--- src/rtl/lmem_arbiter_if.sv ---
// Signal bundle for the shared layer-memory port: requester-side request/return
// fields plus the registered memory command bus and its read-data return.
interface lmem_arbiter_if #(
    parameter int N_REQ = 3,
    parameter int AW    = 12,
    parameter int DW    = 20,
    parameter int SW    = 3
);
    logic [N_REQ-1:0]    req;
    logic [N_REQ-1:0]    we;
    logic [N_REQ-1:0]    lock;
    logic [N_REQ*SW-1:0] sel;
    logic [N_REQ*AW-1:0] addr;
    logic [N_REQ*DW-1:0] wdata;
    logic [N_REQ-1:0]    gnt;
    logic [N_REQ-1:0]    rvalid;
    logic [DW-1:0]       rdata;
    logic [SW-1:0]       csel;
    logic                cwr;
    logic [AW-1:0]       caddr_wr;
    logic [DW-1:0]       cdata_wr;
    logic                crd;
    logic [AW-1:0]       caddr_rd;
    logic [DW-1:0]       cdata_rd;
    logic                busy;

    modport slave (
        input  req, we, lock, sel, addr, wdata, cdata_rd,
        output gnt, rvalid, rdata, csel, cwr, caddr_wr, cdata_wr, crd, caddr_rd, busy
    );

    modport master (
        output req, we, lock, sel, addr, wdata, cdata_rd,
        input  gnt, rvalid, rdata, csel, cwr, caddr_wr, cdata_wr, crd, caddr_rd, busy
    );
endinterface

--- src/rtl/lmem_arbiter.sv ---
// Round-robin arbiter with burst lock for the shared layer-memory port; issues
// registered read/write commands and returns read data tagged to its requester.
module lmem_arbiter #(
    parameter int N_REQ = 3,
    parameter int AW    = 12,
    parameter int DW    = 20,
    parameter int SW    = 3
) (
    input  logic          clk,
    input  logic          reset,
    lmem_arbiter_if.slave bus
);
    localparam int IW = (N_REQ > 1) ? $clog2(N_REQ) : 1;
    typedef logic [IW-1:0] idx_t;

    idx_t             rr_ptr_r;
    idx_t             owner_r;
    logic             owner_vld_r;
    idx_t             gnt_idx_s;
    logic             gnt_any_s;
    idx_t             cand_s;
    logic             rd1_vld_r;
    logic             rd2_vld_r;
    idx_t             rd1_idx_r;
    idx_t             rd2_idx_r;
    logic [SW-1:0]    csel_r;
    logic             cwr_r;
    logic             crd_r;
    logic [AW-1:0]    caddr_wr_r;
    logic [AW-1:0]    caddr_rd_r;
    logic [DW-1:0]    cdata_wr_r;
    logic [N_REQ-1:0] rvalid_r;
    logic [DW-1:0]    rdata_r;

    function automatic logic [N_REQ-1:0] onehot(input idx_t i);
        logic [N_REQ-1:0] v;
        v    = '0;
        v[i] = 1'b1;
        return v;
    endfunction

    // The lock owner has exclusive use of the port, idle or not; otherwise
    // the first requester at or after rr_ptr wins.
    always_comb begin
        gnt_idx_s = rr_ptr_r;
        gnt_any_s = 1'b0;
        cand_s    = rr_ptr_r;
        if (owner_vld_r) begin
            gnt_idx_s = owner_r;
            gnt_any_s = bus.req[owner_r];
        end else begin
            for (int k = 0; k < N_REQ; k++) begin
                cand_s = (int'(rr_ptr_r) + k >= N_REQ) ? idx_t'(int'(rr_ptr_r) + k - N_REQ)
                                                       : idx_t'(int'(rr_ptr_r) + k);
                if (!gnt_any_s && bus.req[cand_s]) begin
                    gnt_any_s = 1'b1;
                    gnt_idx_s = cand_s;
                end else begin
                    gnt_any_s = gnt_any_s;
                end
            end
        end
    end

    // Arbitration state, memory command registers and the two-stage read tag pipeline.
    always_ff @(posedge clk or posedge reset) begin
        if (reset) begin
            rr_ptr_r    <= idx_t'(0);
            owner_r     <= idx_t'(0);
            owner_vld_r <= 1'b0;
            rd1_vld_r   <= 1'b0;
            rd2_vld_r   <= 1'b0;
            rd1_idx_r   <= idx_t'(0);
            rd2_idx_r   <= idx_t'(0);
            csel_r      <= '0;
            cwr_r       <= 1'b0;
            crd_r       <= 1'b0;
            caddr_wr_r  <= '0;
            caddr_rd_r  <= '0;
            cdata_wr_r  <= '0;
            rvalid_r    <= '0;
            rdata_r     <= '0;
        end else begin
            cwr_r     <= 1'b0;
            crd_r     <= 1'b0;
            rd1_vld_r <= 1'b0;
            if (gnt_any_s) begin
                csel_r    <= bus.sel[gnt_idx_s*SW +: SW];
                rd1_idx_r <= gnt_idx_s;
                if (bus.we[gnt_idx_s]) begin
                    cwr_r      <= 1'b1;
                    caddr_wr_r <= bus.addr[gnt_idx_s*AW +: AW];
                    cdata_wr_r <= bus.wdata[gnt_idx_s*DW +: DW];
                end else begin
                    crd_r      <= 1'b1;
                    caddr_rd_r <= bus.addr[gnt_idx_s*AW +: AW];
                    rd1_vld_r  <= 1'b1;
                end
                owner_r     <= gnt_idx_s;
                owner_vld_r <= bus.lock[gnt_idx_s];
                // Locked grants leave the pointer alone; the releasing grant advances it.
                if (!bus.lock[gnt_idx_s]) begin
                    rr_ptr_r <= (gnt_idx_s == idx_t'(N_REQ - 1)) ? idx_t'(0)
                                                                 : idx_t'(gnt_idx_s + 1'b1);
                end else begin
                    rr_ptr_r <= rr_ptr_r;
                end
            end else begin
                owner_vld_r <= 1'b0;
            end
            rd2_vld_r <= rd1_vld_r;
            rd2_idx_r <= rd1_idx_r;
            rvalid_r  <= rd2_vld_r ? onehot(rd2_idx_r) : '0;
            rdata_r   <= rd2_vld_r ? bus.cdata_rd : '0;
        end
    end

    assign bus.gnt      = (gnt_any_s && !reset) ? onehot(gnt_idx_s) : '0;
    assign bus.busy     = !reset && ((|bus.req) || cwr_r || crd_r || rd1_vld_r || rd2_vld_r);
    assign bus.csel     = csel_r;
    assign bus.cwr      = cwr_r;
    assign bus.crd      = crd_r;
    assign bus.caddr_wr = caddr_wr_r;
    assign bus.caddr_rd = caddr_rd_r;
    assign bus.cdata_wr = cdata_wr_r;
    assign bus.rvalid   = rvalid_r;
    assign bus.rdata    = rdata_r;
endmodule

--- src/flat_wrapper.sv ---
// flat-port wrapper written by rule: the top's interface ports become plain ports
module lmem_arbiter_flat 
#(
    parameter int N_REQ = 3,
    parameter int AW    = 12,
    parameter int DW    = 20,
    parameter int SW    = 3
)
  (clk, reset, bus_req, bus_we, bus_lock, bus_sel, bus_addr, bus_wdata, bus_cdata_rd, bus_gnt, bus_rvalid, bus_rdata, bus_csel, bus_cwr, bus_caddr_wr, bus_cdata_wr, bus_crd, bus_caddr_rd, bus_busy);
  lmem_arbiter_if #(.N_REQ(N_REQ), .AW(AW), .DW(DW), .SW(SW)) bus_i ();
  input  logic clk;
  input  logic reset;
  input wire logic [$bits(bus_i.req)-1:0] bus_req;
  input wire logic [$bits(bus_i.we)-1:0] bus_we;
  input wire logic [$bits(bus_i.lock)-1:0] bus_lock;
  input wire logic [$bits(bus_i.sel)-1:0] bus_sel;
  input wire logic [$bits(bus_i.addr)-1:0] bus_addr;
  input wire logic [$bits(bus_i.wdata)-1:0] bus_wdata;
  input wire logic [$bits(bus_i.cdata_rd)-1:0] bus_cdata_rd;
  output wire logic [$bits(bus_i.gnt)-1:0] bus_gnt;
  output wire logic [$bits(bus_i.rvalid)-1:0] bus_rvalid;
  output wire logic [$bits(bus_i.rdata)-1:0] bus_rdata;
  output wire logic [$bits(bus_i.csel)-1:0] bus_csel;
  output wire logic [$bits(bus_i.cwr)-1:0] bus_cwr;
  output wire logic [$bits(bus_i.caddr_wr)-1:0] bus_caddr_wr;
  output wire logic [$bits(bus_i.cdata_wr)-1:0] bus_cdata_wr;
  output wire logic [$bits(bus_i.crd)-1:0] bus_crd;
  output wire logic [$bits(bus_i.caddr_rd)-1:0] bus_caddr_rd;
  output wire logic [$bits(bus_i.busy)-1:0] bus_busy;
  assign bus_i.req = bus_req;
  assign bus_i.we = bus_we;
  assign bus_i.lock = bus_lock;
  assign bus_i.sel = bus_sel;
  assign bus_i.addr = bus_addr;
  assign bus_i.wdata = bus_wdata;
  assign bus_i.cdata_rd = bus_cdata_rd;
  assign bus_gnt = bus_i.gnt;
  assign bus_rvalid = bus_i.rvalid;
  assign bus_rdata = bus_i.rdata;
  assign bus_csel = bus_i.csel;
  assign bus_cwr = bus_i.cwr;
  assign bus_caddr_wr = bus_i.caddr_wr;
  assign bus_cdata_wr = bus_i.cdata_wr;
  assign bus_crd = bus_i.crd;
  assign bus_caddr_rd = bus_i.caddr_rd;
  assign bus_busy = bus_i.busy;
  lmem_arbiter #(.N_REQ(N_REQ), .AW(AW), .DW(DW), .SW(SW)) u_core (.clk(clk), .reset(reset), .bus(bus_i));
endmodule
--- config.mk ---
export PLATFORM = sky130hd
export DESIGN_NAME = lmem_arbiter_flat
export DESIGN_NICKNAME = d
export VERILOG_FILES = /design/src/rtl/lmem_arbiter_if.sv /design/src/rtl/lmem_arbiter.sv /design/src/flat_wrapper.sv
export SDC_FILE = /design/constraint.sdc
export NUM_CORES = 1
export LEC_CHECK = 0
export CORE_MARGIN = 2
export CORE_UTILIZATION = 41
export DETAILED_ROUTE_END_ITERATION = 12
export GPL_TIMING_DRIVEN = 0
export HOLD_SLACK_MARGIN = 0.1
export PLACE_DENSITY = 0.79
export RECOVER_POWER = 100
export SKIP_CTS_REPAIR_TIMING = 1
export SYNTH_ARGS = -nofsm -noshare
export SYNTH_HDL_FRONTEND = slang
export SYNTH_SLANG_ARGS = --single-unit
--- constraint.sdc ---
create_clock -name clk -period 3.5 [get_ports clk]
set_clock_uncertainty 0.1 [all_clocks]
set_input_delay 0.7 -clock clk [delete_from_list [all_inputs] [get_ports clk]]
set_output_delay 0.7 -clock clk [all_outputs]
set_load 0.01 [all_outputs]
==> summary.md <==
| Metric | Value |
|---|---|
| Outcome | `finished with violations` |
| Failing checks | `negative setup slack` |
| Net Count, Synth | `542` |
| Maxcap violations | `0` |
| Worst path arrival time | `3810 ps` |
| Clock slew at reported path FFs | `80 ps` |
| M3 GR Usage | `0.0613` |
| H-tree levels | `3` |
| Final Wtd Congestion | `0.893` |
| ANT cells | `0` |
| Final ANT Viol Nets | `0` |
| Initial antenna violation count | `0` |
| WL final | `14700 microns` |
| Post-synth EDFFs | `0` |
| Pint | `4.25 mW` |
| WP data required | `3650 ps` |
| Bufs on Longest Clock Path | `2` |
| Setup ws final | `-163 ps` |
| Via-to-Cell Ratio | `5.50` |
| Slowest cell on crit path | `a221oi_1` |
| Clk_lat worst skew | `360 ps` |
| DRC Markers | `0` |
| Max stage delay on crit path | `690 ps` |
| Yosys warnings | `0` |
| Hpwl dp | `10800 microns` |
| P&R area growth vs syn | `67.4%` |
| Synth async-reset ratio | `1.00` |
| PortBufs | `211` |
| Max Clock Freq | `0.273 GHz` |
| Yosys top cell by area | `dfrtp_1` |
| Worst setup EP type | `flop` |
| Met2 GRT Util | `0.439` |
| Buf+Inv Stages, Crit Path | `4` |
| Distinct cells, synth | `44` |
| GR Overflow Total | `0` |
| Clock tree from TritonCTS | `built` |
| Initial Utilization | `0.418` |
| Synth area leaders | `dfrtp_1 (47%), o211ai_1 (12%), mux2_1 (7.4%)` |
| Switching Fraction | `0.446` |
| Ports | `212` |
| Share of cells above drive strength 1 | `0.153` |
| First-pass GRT wire length | `22100 microns` |
| Cell Chain, Critical Path | `inv_2, ha_4, mux2i_4, o21ai_2, buf_6, nor3b_4, buf_4, a221oi_1, o211ai_1, nand4b_1, buf_2, mux2_2` |
| Num CTS Buffers | `9` |
| Largest net degree at the start of global routing | `54` |
| CP Max Fanout | `10` |
| Clock power frac | `0.082` |
| Synth Register Bits | `80` |
| Cell area power density | `1080 nW/um^2` |
| Worst setup SP type | `flop` |
| Initial DRC count | `198` |
| IR drop worst, VDD | `0.488 mV` |
| Hold WC Path Type | `reg -> reg` |
| Net Sw Power | `3.42 mW` |
| Via count | `4320` |
| Gr busiest metal | `met2` |
| Final setup fails | `41` |
| Max-slew violation count | `0` |
| Primary FF master, synth | `dfrtp_1` |
| CTS Root Cell | `clkbuf_8` |
| Grt met1 use | `0.301` |
| Comb power frac | `0.709` |
| Synth top area share | `0.470` |
| Core outline area | `10200 sq um` |
| Wire per inst | `18.7 microns` |
| Pre-antenna DRT Iters | `5` |
| Sink Count | `80` |
| Avg Cell Area, Syn | `10.6 sq um` |
| Crit Path Class | `reg -> reg` |
| Final hold violation count | `0` |
| Syn Inst Count | `402` |
| Gr usage total | `0.253` |
| Crit share post-route | `1.05` |
| Cell Area, Synth | `4260 sq um` |
| Number of global-route vias before repair | `4446` |
| Placement Rows | `37` |
| Fin nets | `785` |
| Min Tclk post-route | `3660 ps` |
| Sequential fraction of the synthesis area | `0.470` |
| Fraction of power consumed by sequential logic | `0.209` |
| Static Leak | `2.92 nW` |
| Placed insts | `750` |
| Worst-margin pin slew | `1330 ps` |
| Worst slew margin | `0.107` |
| Final non-filler cell total | `785` |
| Pre-CTS WS | `-1190 ps` |
| CP top delay family | `compound AO/OA/AOI/OAI gates` |
| Unrepaired setup endpoints after global routing | `yes` |
| Die Width | `106 microns` |
| Die area | `11200 sq um` |
| Die Y-Extent | `106 microns` |
[power by group through the flow]
stage               Sequential [mW]  Clock (mW)  Combinational [mW]
floorplan                      1.74           0                2.91
global placement               1.58           0                4.73
detailed placement             1.59           0                4.87
CTS                            1.58       0.643                4.89
global route                   1.65       0.677                5.88
finish                         1.60       0.633                5.44
[sequential cells by signal (all words and copies together), names as in the netlist]
| register | flops |
|---|---|
| u_core.bus.cdata_wr | 20 |
| u_core.bus.rdata | 20 |
| u_core.bus.caddr_rd | 12 |
| u_core.bus.caddr_wr | 12 |
| u_core.bus.csel | 3 |
| u_core.bus.rvalid | 3 |
| u_core.owner_r | 2 |
| u_core.rd2_idx_r | 2 |
| u_core.rr_ptr_r | 2 |
| u_core.bus.cwr | 1 |
| u_core.owner_vld_r | 1 |
| u_core.rd1_vld_r | 1 |
| u_core.rd2_vld_r | 1 |
[synth_stat cells, types with 2 or more instances]
master / n
clkbuf_1: 23
dfrtp_1: 80
nor2b_1: 2
o21ai_2: 2
o21ai_0: 9
nand3b_1: 3
buf_1: 7
nor3b_1: 5
buf_2: 7
ha_1: 4
mux2_1: 28
a221oi_1: 2
nand3_1: 3
nor2_1: 4
o31a_1: 3
nand4_1: 32
mux2i_1: 6
a21oi_1: 4
mux2_2: 17
and3b_1: 2
buf_4: 2
and2_1: 21
nand2b_1: 7
o211ai_1: 68
nand2_1: 36
inv_1: 4
nor4_1: 4
[layout make-up]
cell class | count | area [sq um]
fill | 792 | 3050
timing repair buffer | 234 | 2320
multi-input combinational | 278 | 2240
sequential | 80 | 2000
buffer | 38 | 204
tap | 136 | 170
clock buffer | 10 | 138
clock inverter | 5 | 41.3
inverter | 4 | 18.8
[kinds of logic after synthesis]
group | Yosys count | synth area share
simple gates | 125 | 0.167
flops | 80 | 0.470
mux | 51 | 0.133
fa+ha+maj | 4 | 0.0117
buf+inv | 44 | 0.0443
compound gates | 98 | 0.174
[path summary, 6_finish.rpt]
check | slack (ps) | startpoint | depth (start not counted) | end
min reg2reg | 330 | u_core.rd1_vld_r$_DFF_PP0_ | 0 | u_core.rd2_vld_r$_DFF_PP0_
max in group asynchronous | 1340 | reset | 3 | u_core.bus.cdata_wr[5]$_DFFE_PP0P_
min | 330 | u_core.rd1_vld_r$_DFF_PP0_ | 0 | u_core.rd2_vld_r$_DFF_PP0_
min in group asynchronous | 1170 | reset | 2 | u_core.bus.caddr_rd[6]$_DFFE_PP0P_
max | -160 | u_core.rr_ptr_r[1]$_DFFE_PP0P_ | 12 | u_core.bus.caddr_rd[5]$_DFFE_PP0P_
max reg2reg | -160 | u_core.rr_ptr_r[1]$_DFFE_PP0P_ | 12 | u_core.bus.caddr_rd[5]$_DFFE_PP0P_
[per-layer routing]
layer / vias up / share of wire
li1: 2001 / -
met1: 2094 / 0.38
met3: 39 / 0.064
met4: 0 / 0.029
met5: - / 0
met2: 186 / 0.52
[cells in the final DEF (no fill, tap or decap), types with 8 or more instances in the layout]
master,synthesis,layout
clkbuf_1,23,19
buf_4,2,21
dlygate4sd3_1,0,73
dfrtp_1,80,78
mux2_2,17,17
nand2_1,36,35
mux2_1,28,28
clkdlybuf4s50_1,0,132
nand4_1,32,32
clkbuf_8,0,10
and2_1,21,8
o211ai_1,68,68
and2_0,0,13
[per-stage QoR]
| step | cell area (sq um) | TNS (ps) | hold WS, ps | util | total power [mW] |
|---|---|---|---|---|---|
| after detailed placement | 6570 | -21010 | 325 | 0.645 | 6.46 |
| after global routing | 7130 | -9460 | 362 | 0.700 | 8.21 |
| after floorplan | 4260 | 0 | 306 | - | 4.65 |
| after global placement | 6540 | -80840 | 313 | 0.642 | 6.32 |
| after CTS | 6750 | -5900 | 344 | 0.663 | 7.11 |
| final | 7130 | -5520 | 332 | 0.700 | 7.68 |
(Power assumes the default switching activity.)
